--- src/rtl/adder_settle_monitor.sv ---
// Response-side settle monitor for WIDTH-bit gate-level adders: measures cycles from each
// input transition until {dut_c,dut_s} matches the golden sum. Optional macro: GLITCH_CHECK_EN.
module adder_settle_monitor #(
    parameter int WIDTH   = 3,
    parameter int TIMEOUT = 63,
    parameter int CNT_W   = 8
) (
    input  logic               clk,
    input  logic               rst_n,
    input  logic               en,
    input  logic [WIDTH-1:0]   a,
    input  logic [WIDTH-1:0]   b,
    input  logic               c0,
    input  logic [WIDTH-1:0]   dut_s,
    input  logic               dut_c,
    output logic               settle_valid,
    output logic [CNT_W-1:0]   settle_cycles,
    output logic [CNT_W-1:0]   max_delay,
    output logic [2*WIDTH:0]   worst_from,
    output logic [2*WIDTH:0]   worst_to,
    output logic [15:0]        trans_count,
    output logic               timeout_err,
    output logic               mismatch
);

    localparam int IN_W = 2*WIDTH + 1;

    typedef enum logic [1:0] {
        IDLE     = 2'd0,
        STABLE   = 2'd1,
        SETTLING = 2'd2
    } state_t;

    state_t            state_q, state_d;
    logic [IN_W-1:0]   in_cur, in_q;
    logic [IN_W-1:0]   from_q, to_q;
    logic [IN_W-1:0]   rep_from, rep_to;
    logic [CNT_W-1:0]  cnt_q, cnt_d;
    logic [WIDTH:0]    golden;
    logic              transition;
    logic              match;
    logic              start;
    logic              report;
    logic [CNT_W-1:0]  report_val;
    logic              timeout_set;
`ifdef GLITCH_CHECK_EN
    logic              glitch_set;
`endif

    assign in_cur     = {a, b, c0};
    assign transition = (in_cur != in_q);
    assign golden     = {1'b0, a} + {1'b0, b} + {{WIDTH{1'b0}}, c0};
    assign match      = ({dut_c, dut_s} == golden);

    // A zero-cycle report happens at the transition edge itself, before from_q/to_q load.
    assign rep_from = start ? in_q   : from_q;
    assign rep_to   = start ? in_cur : to_q;

    // NOTE: every signal gets a default before the case so no path leaves it unassigned (no latches).
    always_comb begin
        state_d     = state_q;
        cnt_d       = cnt_q;
        start       = 1'b0;
        report      = 1'b0;
        report_val  = '0;
        timeout_set = 1'b0;
`ifdef GLITCH_CHECK_EN
        glitch_set  = 1'b0;
`endif
        case (state_q)
            IDLE: begin
                if (en) state_d = STABLE;
            end
            STABLE, SETTLING: begin
                if (!en) begin
                    state_d = IDLE;
                end else if (transition) begin
                    // A transition during SETTLING abandons the old measurement and restarts.
                    start = 1'b1;
                    if (match) begin
                        report     = 1'b1;
                        report_val = '0;
                        cnt_d      = '0;
                        state_d    = STABLE;
                    end else begin
                        cnt_d   = CNT_W'(1);
                        state_d = SETTLING;
                    end
                end else if (state_q == SETTLING) begin
                    if (match) begin
                        report     = 1'b1;
                        report_val = cnt_q;
                        state_d    = STABLE;
                    end else if (cnt_q == CNT_W'(TIMEOUT)) begin
                        timeout_set = 1'b1;
                        state_d     = STABLE;
                    end else begin
                        cnt_d = cnt_q + CNT_W'(1);
                    end
                end else begin
`ifdef GLITCH_CHECK_EN
                    glitch_set = !match;
`endif
                end
            end
            default: state_d = IDLE;
        endcase
    end

    // NOTE: sequential state uses non-blocking assignments so all registers update from pre-edge values.
    always_ff @(posedge clk or negedge rst_n) begin
        if (!rst_n) begin
            state_q       <= IDLE;
            in_q          <= '0;
            cnt_q         <= '0;
            from_q        <= '0;
            to_q          <= '0;
            settle_valid  <= 1'b0;
            settle_cycles <= '0;
            max_delay     <= '0;
            worst_from    <= '0;
            worst_to      <= '0;
            trans_count   <= '0;
            timeout_err   <= 1'b0;
        end else begin
            state_q      <= state_d;
            in_q         <= in_cur;
            cnt_q        <= cnt_d;
            settle_valid <= report;
            if (start) begin
                from_q <= in_q;
                to_q   <= in_cur;
                if (trans_count != 16'hFFFF) trans_count <= trans_count + 16'd1;
            end
            if (report) begin
                settle_cycles <= report_val;
                // Strict compare: on a tie the earliest worst transition is kept.
                if (report_val > max_delay) begin
                    max_delay  <= report_val;
                    worst_from <= rep_from;
                    worst_to   <= rep_to;
                end
            end
            if (timeout_set) timeout_err <= 1'b1;
        end
    end

`ifdef GLITCH_CHECK_EN
    always_ff @(posedge clk or negedge rst_n) begin
        if (!rst_n)          mismatch <= 1'b0;
        else if (glitch_set) mismatch <= 1'b1;
    end
`else
    assign mismatch = 1'b0;
`endif

endmodule

--- config.mk ---
export PLATFORM = sky130hd
export DESIGN_NAME = adder_settle_monitor
export DESIGN_NICKNAME = d
export VERILOG_FILES = /design/src/rtl/adder_settle_monitor.sv
export SDC_FILE = /design/constraint.sdc
export NUM_CORES = 1
export LEC_CHECK = 0
export BUFFER_PORTS_ARGS = -buffer_cell sky130_fd_sc_hd__buf_2
export CAP_MARGIN = 15
export CORE_MARGIN = 2
export CORE_UTILIZATION = 30
export DETAILED_ROUTE_END_ITERATION = 16
export PLACE_DENSITY = 0.5
export SKIP_CTS_REPAIR_TIMING = 1
export SLEW_MARGIN = 20
export SYNTH_ARGS = -nofsm -noshare
export SYNTH_HDL_FRONTEND = slang
export SYNTH_SLANG_ARGS = --single-unit
--- constraint.sdc ---
create_clock -name clk -period 2.75 [get_ports clk]
set_input_delay 0.4125 -clock clk [delete_from_list [all_inputs] [get_ports clk]]
set_output_delay 0.4125 -clock clk [all_outputs]
set_load 0.01 [all_outputs]
==> out/results.txt <==
Outcome - finished, violations left
Failing checks - negative setup slack
Fin. Hold Viols - 0
Pwr Total - 3.413 mW
Power per Cell Area - 652.4 nW/um^2
Die Y - 118.5 um
Synth warn - 0
Tmin final - 3.309 ns
Final core occ - 0.4112
Detailed placer's ending HPWL - 6.857 mm
Vias in the first global route - 2929
Slew HR - 0.6309
Initial Util - 0.3089
Drt total wl - 9.413 mm
Reg2reg end - worst_to[0]
Post-Layout Inst Area - 5231 um^2
Synthesis-to-layout area growth - 33.11%
Row Count - 41
WL/cell - 15.16 um
Residual DRC - 0
Largest net degree at the start of global routing - 41
Clock H-tree levels - 3
Drt pass-1 iters - 4
Synthesized flop and latch total - 79
Leakage - 2.716 nW
Diodes inserted - 0
Skew final - 0.005963 ns
Unrepaired setup endpoints after global routing - true
1st-iter DRT viols - 158
M1 GR Usage - 0.1993
Die W - 118.5 um
WP data required - 2.98 ns
Startpoint types - primary input
I/O Pins - 63
Busiest grt layer - met2
Setup crit end kind - register
Synth Instances - 332
Worst EP arrival - 3.54 ns
Post-DR vias/cell - 4.605
CTS buffer count - 9
Fmax - 302.2 MHz
Worst Hold Class - primary input to async pin
FF/Latch Area - 1977 um^2
Worst hold slack - 0.06502 ns
Buffers on Ports - 61
Fin. max-slew vios - 0
Core area - 12720 um^2
Top-count cell post-synth - dfrtp_1
Clk_lat worst skew - 0.34 ns
Top cells by area, synth - dfrtp_1 50%, mux2_4 7.3%, ha_1 5.1%
GR Overflow Total - 0
Clock Path Buffers - 2
Ratio of cells with drive above 1 in the final layout - 0.4232
Cell Area, Placed - 4806 um^2
Main synth FF type - dfrtp_1
Async S/R FF share, synth - 1.000
PnR worst setup slack - -0.5594 ns
Syn nets - 364
Synth area leader - dfrtp_1
Met2 track demand over resource - 0.2128
Max Fanout on Critical Path - 7
Final GP Congestion - 0.8138
Area of the multi-input gates - 1932 um^2
Setup CP Type - primary input to register
CTS clk-pin slew, worst paths - 0.06 ns
CTS sink cnt - 79
Max Cap Viol - 0
Slew at the pin closest to its max-slew limit - 0.5536 ns
CTS root buf - clkbuf_16
Number of synthesized flops with an enable pin - 0
Full die area - 14030 um^2
Initial antenna violation count - 0
Library cells used by synthesis - 55
Top cells by count, synth - 79 x dfrtp_1, 24 x nand2_1, 19 x mux2_4
Final setup viols - 22
Global-route wire length before repair - 15.61 mm
Dpl ws - -0.9536 ns
Worst-case reg-to-reg path depth - 14
Post-Syn Area - 3930 um^2
TritonCTS clock tree - yes
Avg Cell Area, Syn - 11.84 um^2
Via count - 2860
Maximum VDD drop - 0.4685 mV
FF-to-FF setup slack - -0.22 ns
RR Startpoint - in_q[6]
Global-route usage over all layers - 0.1432
Final net count - 476
Fillers - 1281
Final period util - 1.203
Yosys top cell area share - 0.5030
Global Route met3 Usage - 0.03620
Routed Antenna Nets - 0
Seq/Total Area, Yosys - 0.5030
## final cells by class
class,instances,area share
Tap cell,172,0.04114
Clock buffer,11,0.04449
Inverter,18,0.01339
Timing Repair Buffer,112,0.1471
Multi-Input combinational cell,224,0.3693
Clock inverter,5,0.006697
Sequential cell,79,0.3779
## stage by stage
stage               setup TNS [ns]  std cells
global placement            -19.94        601
detailed placement          -20.63        601
global route                -14.36        621
floorplan                   -12.82        332
finish                      -11.90        621
CTS                         -12.40        617
## layer usage
| layer | wire length, um | share of wire | vias up |
|---|---|---|---|
| met5 | 0 | 0 | - |
| met2 | 4204 | 0.45 | 61 |
| met1 | 4665 | 0.50 | 1392 |
| met3 | 362 | 0.038 | 11 |
| met4 | 181 | 0.019 | 0 |
| li1 | - | - | 1396 |
## critical path, cell delays in order
cell,delay [ns]
buf_8,0.10
fa_2,0.39
inv_2,0.06
fa_1,0.42
xor2_1,0.20
o2111ai_2,0.17
nor3_2,0.13
buf_4,0.17
and2_4,0.18
ha_4,0.20
a21oi_2,0.11
nor2_1,0.06
a211oi_2,0.21
a21oi_4,0.10
nand2_4,0.14
clkbuf_16,0.17
mux2_4,0.29
## kinds of logic after synthesis
kind of cell             count (synthesis)  synth area share
flip-flops                              79            0.5030
multiplexers                            36            0.1210
AO/OA/AOI/OAI                           51           0.09074
buffers and inverters                   29           0.03566
adder cells (fa/ha/maj)                 18           0.06113
AND/OR/NAND/NOR                         94            0.1340
other                                    1         0.0009542
XOR/XNOR                                24           0.05349
## power by group
group / total (mW) / leakage [nW] / internal (mW) / switching (mW)
logic: 0.881 / 1.55 / 0.431 / 0.450
registers: 1.43 / 1.04 / 1.33 / 0.0967
clock network: 1.10 / 0.129 / 0.612 / 0.492
total: 3.41 / 2.72 / 2.37 / 1.04
## state kept, by name, indices dropped and copies added, names as in the netlist
| name | cells |
|---|---|
| cnt_q | 8 |
| settle_cycles | 8 |
| state_q | 2 |
| from_q | 7 |
| worst_to | 7 |
| max_delay | 8 |
| to_q | 7 |
| in_q | 7 |
| settle_valid | 1 |
| trans_count | 16 |
| worst_from | 7 |
| timeout_err | 1 |
## cells in the final DEF (no fill, tap or decap), types with 13 or more instances in the layout
master   count
mux2_4      19
buf_4       46
ha_1        13
dfrtp_1     79
nand2_1     23
xnor2_1     14
inv_1       16
mux2_2      16
buf_2       58
and3_1      13
## worst max path at each step
stage	startpoint	endpoint	slack (ns)	cells past startpoint
after floorplan	a[0]	max_delay[0]	-0.60	15
after global placement	a[0]	max_delay[4]	-0.93	17
after detailed placement	a[0]	max_delay[2]	-0.95	17
after CTS	a[0]	max_delay[2]	-0.59	17
after global routing	a[0]	worst_to[5]	-0.67	17
final	a[0]	worst_to[0]	-0.56	17
(Power assumes the default switching activity.)
